## config.mk

```make
export PLATFORM = sky130hd
export DESIGN_NAME = synchro_vga
export DESIGN_NICKNAME = d
export VERILOG_FILES = /design/src/rtl/synchro_vga.sv
export SDC_FILE = /design/constraint.sdc
export NUM_CORES = 1
export LEC_CHECK = 0
export ABC_AREA = 1
export BUFFER_PORTS_ARGS = -buffer_cell sky130_fd_sc_hd__buf_2
export CORE_ASPECT_RATIO = 0.7
export CORE_MARGIN = 5
export CORE_UTILIZATION = 40
export DETAILED_ROUTE_END_ITERATION = 12
export PLACE_DENSITY = 0.61
export SLEW_MARGIN = 20
export SYNTH_ARGS = -nofsm -noshare
export SYNTH_HDL_FRONTEND = slang
export SYNTH_SLANG_ARGS = --single-unit
```

## constraint.sdc

```tcl
create_clock -name clk -period 4.12 [get_ports clk]
set_clock_uncertainty 0.1 [all_clocks]
set_input_delay 0.412 -clock clk [delete_from_list [all_inputs] [get_ports clk]]
set_output_delay 0.412 -clock clk [all_outputs]
set_load 0.03 [all_outputs]
```

## src/rtl/synchro_vga.sv

```systemverilog
// VGA timing generator: pixel counters, blanking and registered pins with aligned sync.
// Optional colour-bar test pattern: define SYNCHRO_VGA_MIRE_EN to add the mire input.
module synchro_vga #(
    parameter int   DIV      = 2,
    parameter int   H_ACTIVE = 640,
    parameter int   H_FP     = 16,
    parameter int   H_SYNC   = 96,
    parameter int   H_BP     = 48,
    parameter int   V_ACTIVE = 480,
    parameter int   V_FP     = 10,
    parameter int   V_SYNC   = 2,
    parameter int   V_BP     = 33,
    parameter logic SYNC_POL = 1'b0
) (
    input  logic       clk,
    input  logic       reset_n,
    input  logic [2:0] rouge,
    input  logic [2:0] vert,
    input  logic [1:0] bleu,
`ifdef SYNCHRO_VGA_MIRE_EN
    input  logic       mire,
`endif
    output logic [9:0] pixelX,
    output logic [9:0] pixelY,
    output logic       actif,
    output logic [2:0] vga_rouge,
    output logic [2:0] vga_vert,
    output logic [1:0] vga_bleu,
    output logic       hsync,
    output logic       vsync,
    output logic       fin_trame
);

    localparam int         H_TOTAL  = H_ACTIVE + H_FP + H_SYNC + H_BP;
    localparam int         V_TOTAL  = V_ACTIVE + V_FP + V_SYNC + V_BP;
    localparam logic [1:0] DIV_LAST = 2'(DIV - 1);
    localparam logic [9:0] H_LAST   = 10'(H_TOTAL - 1);
    localparam logic [9:0] V_LAST   = 10'(V_TOTAL - 1);
    localparam logic [9:0] H_ACT    = 10'(H_ACTIVE);
    localparam logic [9:0] V_ACT    = 10'(V_ACTIVE);
    localparam logic [9:0] HS_START = 10'(H_ACTIVE + H_FP);
    localparam logic [9:0] HS_END   = 10'(H_ACTIVE + H_FP + H_SYNC);
    localparam logic [9:0] VS_START = 10'(V_ACTIVE + V_FP);
    localparam logic [9:0] VS_END   = 10'(V_ACTIVE + V_FP + V_SYNC);

    logic [1:0] r_div;
    logic [9:0] r_hcount;
    logic [9:0] r_vcount;
    logic [2:0] r_vga_rouge;
    logic [2:0] r_vga_vert;
    logic [1:0] r_vga_bleu;
    logic       r_hsync;
    logic       r_vsync;
    logic       r_fin_trame;

    logic       w_tick;
    logic       w_hlast;
    logic       w_vlast;
    logic       w_actif;
    logic       w_hs_on;
    logic       w_vs_on;
    logic [2:0] w_rouge;
    logic [2:0] w_vert;
    logic [1:0] w_bleu;

    assign w_tick  = (r_div == DIV_LAST);
    assign w_hlast = (r_hcount == H_LAST);
    assign w_vlast = (r_vcount == V_LAST);
    assign w_actif = (r_hcount < H_ACT) && (r_vcount < V_ACT);
    assign w_hs_on = (r_hcount >= HS_START) && (r_hcount < HS_END);
    assign w_vs_on = (r_vcount >= VS_START) && (r_vcount < VS_END);

    // Stage 0: pixel clock divider and raster counters
    always_ff @(posedge clk or negedge reset_n) begin
        if (!reset_n) begin
            r_div    <= 2'd0;
            r_hcount <= 10'd0;
            r_vcount <= 10'd0;
        end else begin
            r_div <= w_tick ? 2'd0 : r_div + 2'd1;
            if (w_tick) begin
                if (w_hlast) begin
                    r_hcount <= 10'd0;
                    r_vcount <= w_vlast ? 10'd0 : r_vcount + 10'd1;
                end else begin
                    r_hcount <= r_hcount + 10'd1;
                end
            end
        end
    end

    always_comb begin
        w_rouge = rouge;
        w_vert  = vert;
        w_bleu  = bleu;
`ifdef SYNCHRO_VGA_MIRE_EN
        // Bar index is pixelX[9:7]; each index bit enables one full-scale primary
        if (mire) begin
            w_rouge = r_hcount[9] ? 3'd7 : 3'd0;
            w_vert  = r_hcount[8] ? 3'd7 : 3'd0;
            w_bleu  = r_hcount[7] ? 2'd3 : 2'd0;
        end
`endif
    end

    // Stage 1: one-pixel registered output; sync decoded from the same counters as colour
    always_ff @(posedge clk or negedge reset_n) begin
        if (!reset_n) begin
            r_vga_rouge <= 3'd0;
            r_vga_vert  <= 3'd0;
            r_vga_bleu  <= 2'd0;
            r_hsync     <= ~SYNC_POL;
            r_vsync     <= ~SYNC_POL;
            r_fin_trame <= 1'b0;
        end else begin
            r_fin_trame <= w_tick & w_hlast & w_vlast;
            if (w_tick) begin
                r_vga_rouge <= w_actif ? w_rouge : 3'd0;
                r_vga_vert  <= w_actif ? w_vert  : 3'd0;
                r_vga_bleu  <= w_actif ? w_bleu  : 2'd0;
                r_hsync     <= w_hs_on ? SYNC_POL : ~SYNC_POL;
                r_vsync     <= w_vs_on ? SYNC_POL : ~SYNC_POL;
            end
        end
    end

    assign pixelX    = r_hcount;
    assign pixelY    = r_vcount;
    assign actif     = w_actif;
    assign vga_rouge = r_vga_rouge;
    assign vga_vert  = r_vga_vert;
    assign vga_bleu  = r_vga_bleu;
    assign hsync     = r_hsync;
    assign vsync     = r_vsync;
    assign fin_trame = r_fin_trame;

endmodule
```

==> flow_metrics.py, run 1 <==
metrics = {
    "critical_path": {
        "cp.arrival_ns": 1.57,
        "path_max_fanout": 9,
        "crit_end": "actif",
        "rr_startpoint": "pixelX[0]",
        "end_kind": "output pin",
        "critical_path_class": "register to output pin",
        "startpoint": "pixelY[6]",
        "r2r_end": "pixelY[7]",
        "r2r_cells": 6,
        "reg2reg_setup_slack_ns": 2.44,
        "critical_path.startpoint_type": "register",
        "critPathRequiredTime_ns": 3.61,
    },
    "routing": {
        "postRouteAntennaNets": 0,
        "routed.top_layer": "met4",
        "wl_met1_um": 2180,
        "viasPerCell": 4.82,
        "drcViolationCount": 0,
        "drt_iter0_markers": 71,
        "first_pass_iters": 4,
        "route.met3.wl_um": 296,
        "dr_wl_met2_um": 1530,
        "num_vias": 1534,
        "post_drt_wl_per_cell_um": 12.7,
        "wirelength_um": 4050,
    },
    "sta": {
        "drv_slew": 0,
        "tns_ns": 0,
        "relSlewSlack_pct": 51.3,
        "max_clock_freq_mhz": 480,
        "setup_viol": 0,
        "hold_viol": 0,
        "period_share_pct": 50.5,
        "finalCriticalPeriod_ns": 2.08,
        "rsz0062_at_grt": "no",
        "worst_pin_slew_ns": 0.730,
        "setup_ws_ns": 2.04,
    },
    "status": {
        "status": "finished, final reports clean",
    },
    "synthesis": {
        "syn_inst": 218,
        "synthesis.area_um2": 1800,
        "yosys_register_bits": 33,
        "yosysWarnings": 0,
        "seq_area_frac_synth_pct": 46.1,
        "synth.distinct_cells": 33,
        "avgSynthCellArea_um2": 8.25,
        "syn-num-nets": 232,
    },
    "layout": {
        "drive_gt1_share_pct": 27.0,
        "final_cell_mix": "nand2_1, buf_2, nor2_1",
        "area_growth_pct": 19.0,
        "final_common_cell": "nand2_1",
        "fin_nets": 276,
        "insertedDiodeCount": 0,
        "stdcell_count": 318,
    },
    "clock_tree": {
        "clkTransAtPathRegs_ns": 0.07,
        "clock_latency_ns": 0.28,
        "cts_root_buf": "clkbuf_8",
        "numClockSinks": 33,
        "cts_hold_buf": 0,
        "cts_setup_buffers": 0,
        "cts_buffers": 5,
        "cts_tree": "done",
        "max-clock-path-buffers": 2,
        "htree_num_levels": 2,
        "ctsResizeCount": 0,
    },
    "power": {
        "power_leakage_nw": 1.03,
        "pwr_density_cell_nw_per_um2": 283,
        "power_w": 0.000605,
        "irDropWorstVdd_uv": 145,
    },
    "place": {
        "dpl.cell_count": 310,
        "gp_congestion": 0.847,
        "port_buffers": 41,
        "place_ws_ns": 2.34,
        "dp_hpwl_um": 3010,
    },
    "job": {
        "maxCapViolations": 0,
    },
    "global_routing": {
        "antenna_found_initial": 0,
        "grt_pass1_wl_um": 6970,
        "grt.total_usage_pct": 14.7,
        "grt_start_max_net_pins": 34,
        "grt_pass1_vias": 1441,
        "grt_overflow": 0,
    },
    "die": {
        "dieArea_um2": 5960,
        "start_util_pct": 41.3,
        "die_width_um": 90.1,
        "die_h_um": 66.1,
        "coreArea_um2": 4350,
        "io_pins": 42,
        "num_rows": 20,
    },
    "worst_hold_path": {
        "worst_hold_path_type": "primary input to asynchronous set/reset pin",
    },
}
-- kinds of logic after synthesis --
group	after synthesis	synth area share (%)
fa+ha+maj	4	2.78
flops	33	46.1
compound gates	24	8.07
xor+xnor	4	1.95
buf+inv	29	6.75
simple gates	124	34.4
-- sequential cells by signal, summed over array words and instances (netlist names) --
| register | flops |
|---|---|
| vga_rouge | 3 |
| vga_bleu | 2 |
| vsync | 1 |
| pixelX | 10 |
| vga_vert | 3 |
| hsync | 1 |
| r_div | 2 |
| pixelY | 10 |
| fin_trame | 1 |
-- where the power goes --
group          switching, W  internal [W]
Clock              0.000112      0.000136
Sequential       0.00000194      0.000328
Combinational     0.0000192    0.00000757
Total              0.000133      0.000472
-- critical path, cell delays in order (launching register included) --
cell and delay [ns]:
dfrtp_1 0.46, nand2_1 0.10, nor2_1 0.21, nand2_1 0.12
nand4_2 0.18, inv_1 0.05, buf_2 0.17
-- synthesized netlist by cell type (all sizes together) --
cell type | count | area, um^2
inv | 25 | 98.9
a21oi | 1 | 5.00
dfstp | 2 | 52.6
nor3 | 8 | 40.0
or2 | 1 | 6.26
xnor2 | 3 | 26.3
a31oi | 1 | 6.26
xor2 | 1 | 8.76
and3 | 1 | 6.26
nand4 | 6 | 65.1
ha | 4 | 50.1
nand2 | 52 | 210
o21bai | 2 | 18.8
nand3 | 15 | 75.1
nor4 | 2 | 12.5
dfrtp | 31 | 776
o21ai | 20 | 115
nand3b | 1 | 7.51
nor2 | 38 | 195
buf | 4 | 22.5
-- routing by layer --
layer / global-route usage, % / vias up
met5: 0 / -
met4: 3.90 / 0
met3: 5.57 / 6
met2: 20.1 / 42
met1: 21.3 / 699
li1: - / 787
-- area by class of cell --
cell class / count / area [um^2]
Inverter: 25 / 98.8
Sequential cell: 33 / 828
Clock buffer: 8 / 90.1
Timing Repair Buffer: 41 / 205
Multi-Input combinational cell: 156 / 848
Tap cell: 55 / 68.8
Fill cell: 442 / 2210
-- metrics by stage --
| stage | hold WS (ns) | area (um^2) | utilization [%] |
|---|---|---|---|
| 3_3_place_gp | 0.371 | 2050 | 47.1 |
| 3_5_place_dp | 0.377 | 2050 | 47.1 |
| 2_1_floorplan | 0.0164 | 1800 | - |
| 4_1_cts | 0.122 | 2140 | 49.1 |
| 5_1_grt | 0.167 | 2140 | 49.1 |
| 6_report | 0.0843 | 2140 | 49.1 |
-- worst min-delay path by stage --
| stage | from | endpoint | depth (start not counted) |
|---|---|---|---|
| after floorplan | reset_n | fin_trame | 0 |
| after global placement | vga_rouge[2] | vga_rouge[2] | 2 |
| after detailed placement | vga_vert[2] | vga_vert[2] | 2 |
| after CTS | reset_n | vga_rouge[2] | 1 |
| after global routing | reset_n | vga_rouge[2] | 1 |
| final | reset_n | vga_rouge[2] | 1 |
Note: power is estimated with default switching activity, not from simulation.
==> inputs of run 2 (changes only) <==
--- a/config.mk
+++ b/config.mk
@@ -11,7 +11,7 @@
 export CORE_MARGIN = 5
 export CORE_UTILIZATION = 40
 export DETAILED_ROUTE_END_ITERATION = 12
-export PLACE_DENSITY = 0.61
+export PLACE_DENSITY = 0.64
 export SLEW_MARGIN = 20
 export SYNTH_ARGS = -nofsm -noshare
 export SYNTH_HDL_FRONTEND = slang
==> constraint.sdc (replaced) <==
create_clock -name clk -period 1.9 [get_ports clk]
set_clock_uncertainty 0.1 [all_clocks]
set_input_delay 0.19 -clock clk [delete_from_list [all_inputs] [get_ports clk]]
set_output_delay 0.19 -clock clk [all_outputs]
set_load 0.03 [all_outputs]
==> run 2 against run 1 <==
- critical endpoint unchanged
- combinational power increased by 120%
- critical path depth unchanged
- largest cell class unchanged
- non-clock buffer count increased by 4
- count of clock-buffer cells in the layout decreased by 1
==> flow_metrics.py, run 2 (synthesis gave the netlist of run 1 again) <==
metrics = {
    "job": {
        "maxCapViolations": 0,
    },
    "global_routing": {
        "grt.total_usage_pct": 14.4,
        "grt_overflow": 0,
        "antenna_found_initial": 0,
        "grt_pass1_vias": 1436,
        "grt_pass1_wl_um": 6860,
        "grt_start_max_net_pins": 34,
    },
    "routing": {
        "postRouteAntennaNets": 0,
        "wirelength_um": 4000,
        "drcViolationCount": 0,
        "first_pass_iters": 4,
        "num_vias": 1549,
        "viasPerCell": 4.81,
        "drt_iter0_markers": 94,
        "post_drt_wl_per_cell_um": 12.4,
    },
    "place": {
        "port_buffers": 41,
        "dpl.cell_count": 313,
        "dp_hpwl_um": 2980,
        "gp_congestion": 0.784,
    },
    "power": {
        "power_w": 0.00145,
        "p_comb_share_pct": 4.1,
        "clkPwrFrac_pct": 46.4,
        "power_leakage_nw": 1.06,
        "irDropWorstVdd_uv": 440,
        "pwr_density_cell_nw_per_um2": 652,
        "switching_power_w": 0.000289,
        "intPower_w": 0.00116,
        "power_frac_seq_pct": 49.5,
        "sw_frac_of_total_pct": 20.0,
    },
    "layout": {
        "multi_input_area_um2": 867,
        "drive_gt1_share_pct": 29.2,
        "final_common_cell": "nand2_1",
        "stdcell_count": 322,
        "insertedDiodeCount": 0,
        "fillers": 429,
        "final_cell_mix": "nand2_1, buf_2, nor2_1",
        "area_growth_pct": 23.4,
        "seqCellArea_um2": 830,
        "fin_nets": 280,
    },
    "clock_tree": {
        "clkTransAtPathRegs_ns": 0.07,
        "cts_buffers": 5,
        "htree_num_levels": 2,
        "max-clock-path-buffers": 2,
        "cts_root_buf": "clkbuf_8",
        "cts_tree": "done",
        "clock_latency_ns": 0.28,
        "numClockSinks": 33,
    },
    "die": {
        "die_h_um": 66.1,
        "num_rows": 20,
        "start_util_pct": 41.3,
        "io_pins": 42,
        "coreArea_um2": 4350,
        "die_width_um": 90.1,
        "dieArea_um2": 5960,
    },
    "critical_path": {
        "path_max_fanout": 9,
        "critPathRequiredTime_ns": 1.61,
        "crit_buf_inv": 2,
        "end_kind": "output pin",
        "cp.arrival_ns": 1.47,
        "cpPeakStageDelay_ns": 0.43,
        "critical_path_class": "register to output pin",
        "cpMostUsedCell": "nand2_1",
        "path_delay_family": "simple AND/OR/NAND/NOR gates",
        "crit_path_top_delay_cell": "dfrtp_1",
        "critical_path.startpoint_type": "register",
        "cp_cell_sequence": "nand2_1 > nor2_4 > nand2_1 > nand4_4 > inv_1 > buf_2",
    },
    "sta": {
        "worst_pin_slew_ns": 0.742,
        "hold_viol": 0,
        "period_share_pct": 92.4,
        "setup_viol": 0,
        "rsz0062_at_grt": "no",
        "max_clock_freq_mhz": 570,
        "drv_slew": 0,
        "relSlewSlack_pct": 50.5,
        "finalCriticalPeriod_ns": 1.76,
        "tns_ns": 0,
    },
    "worst_hold_path": {
        "worst_hold_path_type": "primary input to register",
    },
    "status": {
        "status": "finished, final reports clean",
    },
}
## run 2: cell types whose count changed in the layout (fill, tap and decap cells not counted), sizes merged
cell / before / now
bufinv: 0 / 1
dlygate4sd3: 0 / 1
buf: 41 / 44
clkbuf: 8 / 7
## run 2: power groups by stage
stage	clock, W	sequential, W	combinational (W)
floorplan	0	0.000747	0.00000682
global placement	0	0.000728	0.0000585
detailed placement	0	0.000728	0.0000588
CTS	0.000691	0.000715	0.0000607
global route	0.000722	0.000716	0.0000658
finish	0.000671	0.000716	0.0000589
## run 2: worst paths after layout
kind,startpoint,slack (ns),depth (start not counted),to
setup reg to reg,pixelX[0],0.27,6,pixelY[8]
min in group asynchronous,reset_n,0.41,2,pixelX[2]
setup / recovery,pixelY[8],0.14,6,actif
max in group asynchronous,reset_n,0.78,2,pixelY[7]
hold / removal,bleu[0],0.07,3,vga_bleu[0]
hold reg to reg,vga_bleu[0],0.38,2,vga_bleu[0]
## run 2: stage by stage
stage	hold slack [ns]	utilization (%)	instance area [um^2]	setup WS [ns]
floorplan	-0.206	-	1800	0.208
global placement	0.202	47.6	2070	0.230
detailed placement	0.197	47.6	2070	0.247
CTS	0.0614	50.5	2200	0.00372
global route	0.0789	50.9	2220	0.0226
finish	0.0687	50.9	2220	0.144
## run 2: cell type report
type | count | share of cell area (%)
Clock buffer | 7 | 3.89
Clock inverter | 1 | 1.35
Inverter | 25 | 4.46
Multi-Input combinational cell | 156 | 39.1
Sequential cell | 33 | 37.4
Tap cell | 55 | 3.10
Timing Repair Buffer | 45 | 10.7
## run 2: timing repair
item / in CTS / in global routing
setup endpoints to repair: 1 / 1
gates cloned: 0 / 0
buffers inserted: 0 / 0
hold buffers: 1 / 0
resized for setup: 1 / 4
endpoints found under the hold margin: 31 / 0
## run 2: worst min-delay path, delay by kind of cell
family,cells,cell delay [ns]
AO/OA/AOI/OAI,1,0.07
buffers and inverters,1,0.10
AND/OR/NAND/NOR,1,0.05
## run 2: routing by layer
| metal | part of all wire, % | vias to the layer above | track usage, % |
|---|---|---|---|
| li1 | - | 802 | - |
| met1 | 52 | 707 | 19.8 |
| met2 | 41 | 35 | 20.9 |
| met5 | 0 | - | 0 |
| met4 | 1.2 | 0 | 5.02 |
| met3 | 5.8 | 5 | 5.01 |
==> inputs of run 3 (changes only) <==
--- a/config.mk
+++ b/config.mk
@@ -9,9 +9,9 @@
 export BUFFER_PORTS_ARGS = -buffer_cell sky130_fd_sc_hd__buf_2
 export CORE_ASPECT_RATIO = 0.7
 export CORE_MARGIN = 5
-export CORE_UTILIZATION = 40
+export CORE_UTILIZATION = 48
 export DETAILED_ROUTE_END_ITERATION = 12
-export PLACE_DENSITY = 0.64
+export PLACE_DENSITY = 0.74
 export SLEW_MARGIN = 20
 export SYNTH_ARGS = -nofsm -noshare
 export SYNTH_HDL_FRONTEND = slang
==> run 3 against run 2 <==
- maximum frequency fell by 0.40%
- worst setup slack got worse by 0.0071 ns
- first-iteration DRC count fell by 34%
- register-to-register slack improved by 0.02 ns
- global-route usage rose by 2.0 points
- sequential share of layout area rose by 1.1 points
- sequential cell count did not move
- core utilization rose by 9.8 points
- cell count fell by 1.9%
- critical endpoint unchanged
- power fell by 12%
- clock power fell by 26%
==> flow_metrics.py, run 3 (synthesis gave the netlist of run 1 again) <==
metrics = {
    "layout": {
        "final_cell_mix": "nand2_1, buf_2, nor2_1",
        "area_growth_pct": 20.2,
        "insertedDiodeCount": 0,
        "final_common_cell": "nand2_1",
        "drive_gt1_share_pct": 28.2,
        "fin_nets": 279,
        "fin_area_um2": 2160,
    },
    "sta": {
        "drv_slew": 0,
        "worst_pin_slew_ns": 0.708,
        "tns_ns": 0,
        "relSlewSlack_pct": 52.8,
        "max_clock_freq_mhz": 567,
        "period_share_pct": 92.8,
        "setup_viol": 0,
        "finalCriticalPeriod_ns": 1.76,
        "hold_viol": 0,
        "holdWs_ns": 0.0629,
        "rsz0062_at_grt": "no",
    },
    "place": {
        "dp_hpwl_um": 2870,
        "place_area_um2": 2060,
        "port_buffers": 41,
        "gp_congestion": 0.827,
    },
    "critical_path": {
        "r2r_cells": 8,
        "worst-path-stages": 6,
        "cpPeakStageDelay_ns": 0.41,
        "cp_cell_sequence": "nand2_1 > nor2_1 > nand2_1 > nand4_4 > inv_1 > buf_2",
        "r2r_end": "pixelY[6]",
        "reg2reg_setup_slack_ns": 0.29,
        "crit_end": "actif",
        "path_delay_family": "simple AND/OR/NAND/NOR gates",
        "rr_startpoint": "pixelX[1]",
        "critical_path_class": "register to output pin",
        "critical_path.startpoint_type": "register",
        "path_max_fanout": 9,
        "cpMostUsedCell": "nand2_1",
        "crit_path_top_delay_cell": "dfrtp_2",
        "critPathRequiredTime_ns": 1.61,
        "startpoint": "pixelY[7]",
        "crit_buf_inv": 2,
        "end_kind": "output pin",
        "cp.arrival_ns": 1.47,
    },
    "power": {
        "switching_power_w": 0.000281,
        "pwr_density_cell_nw_per_um2": 586,
        "sw_frac_of_total_pct": 22.2,
        "power_frac_seq_pct": 56.5,
        "power_w": 0.00127,
        "power_leakage_nw": 1.04,
        "p_comb_share_pct": 4.5,
        "clkPwrFrac_pct": 39.0,
        "irDropWorstVdd_uv": 409,
        "intPower_w": 0.000986,
    },
    "die": {
        "start_util_pct": 50.5,
        "io_pins": 42,
        "die_width_um": 83.2,
        "num_rows": 18,
        "die_h_um": 61.2,
        "coreArea_um2": 3560,
        "dieArea_um2": 5090,
    },
    "clock_tree": {
        "cts_tree": "done",
        "clock_latency_ns": 0.28,
        "cts_root_buf": "clkbuf_8",
        "htree_num_levels": 2,
        "cts_buffers": 5,
        "clkTransAtPathRegs_ns": 0.06,
        "max-clock-path-buffers": 2,
        "cts_setup_buffers": 0,
        "numClockSinks": 33,
    },
    "worst_hold_path": {
        "min_from": "bleu[1]",
        "worst_hold_path_type": "primary input to register",
        "hold_depth": 3,
    },
    "job": {
        "maxCapViolations": 0,
    },
    "global_routing": {
        "grt_overflow": 0,
        "grt_pass1_wl_um": 6590,
        "grt_start_max_net_pins": 34,
        "antenna_found_initial": 0,
        "grt_pass1_vias": 1447,
        "grt.total_usage_pct": 16.4,
    },
    "routing": {
        "first_pass_iters": 5,
        "post_drt_wl_per_cell_um": 11.9,
        "wirelength_um": 3750,
        "drt_iter0_markers": 62,
        "num_vias": 1544,
        "viasPerCell": 4.89,
        "postRouteAntennaNets": 0,
        "drcViolationCount": 0,
    },
    "status": {
        "status": "finished, final reports clean",
    },
}
==> run 3: worst min path at each step <==
stage	endpoint	slack [ns]
2_1_floorplan	fin_trame	-0.21
3_3_place_gp	pixelX[4]	0.19
3_5_place_dp	pixelX[4]	0.19
4_1_cts	vga_vert[0]	0.06
5_1_grt	vga_bleu[1]	0.06
6_report	vga_bleu[1]	0.06
==> run 3: power by group through the flow <==
stage | Combinational [W] | Clock (W) | Sequential, W
2_1_floorplan | 0.00000682 | 0 | 0.000747
3_3_place_gp | 0.0000572 | 0 | 0.000729
3_5_place_dp | 0.0000580 | 0 | 0.000729
4_1_cts | 0.0000591 | 0.000510 | 0.000716
5_1_grt | 0.0000652 | 0.000543 | 0.000717
6_report | 0.0000572 | 0.000494 | 0.000716
==> run 3: worst register-to-register path: stages, from the launching register on <==
cell and delay, ns:
dfrtp_1 0.40, ha_1 0.25, inv_1 0.09, nor2_4 0.14, nand4_4 0.14, nor2_8 0.18
inv_6 0.07, nand2_1 0.08, o21ai_2 0.05
==> run 3: metrics by stage <==
step                      util, %  std cells  worst slack [ns]
final                        60.7        316             0.137
after global routing         60.7        316            0.0144
after detailed placement     57.8        307             0.273
after CTS                    60.4        316            0.0524
after global placement       57.8        307             0.357
after floorplan                 -        218             0.208
==> run 3: timing repair <==
action | CTS | global route
hold buffers | 1 | 0
gates resized for setup | 0 | 3
endpoints found under the hold margin | 31 | 0
setup endpoints to repair | 0 | 1
==> run 3: final cells by class <==
type / count / area, um^2
Multi-Input combinational cell: 156 / 857
Clock inverter: 1 / 5.00
Tap cell: 50 / 62.6
Inverter: 25 / 98.8
Timing Repair Buffer: 44 / 230
Fill cell: 340 / 1400
Sequential cell: 33 / 831
Clock buffer: 7 / 76.3
==> run 3: routing by layer <==
metal / global-route usage (%) / routed length, um
met3: 6.15 / 299
met2: 25.5 / 1610
met1: 21.7 / 1810
met5: 0 / 0
met4: 4.90 / 25
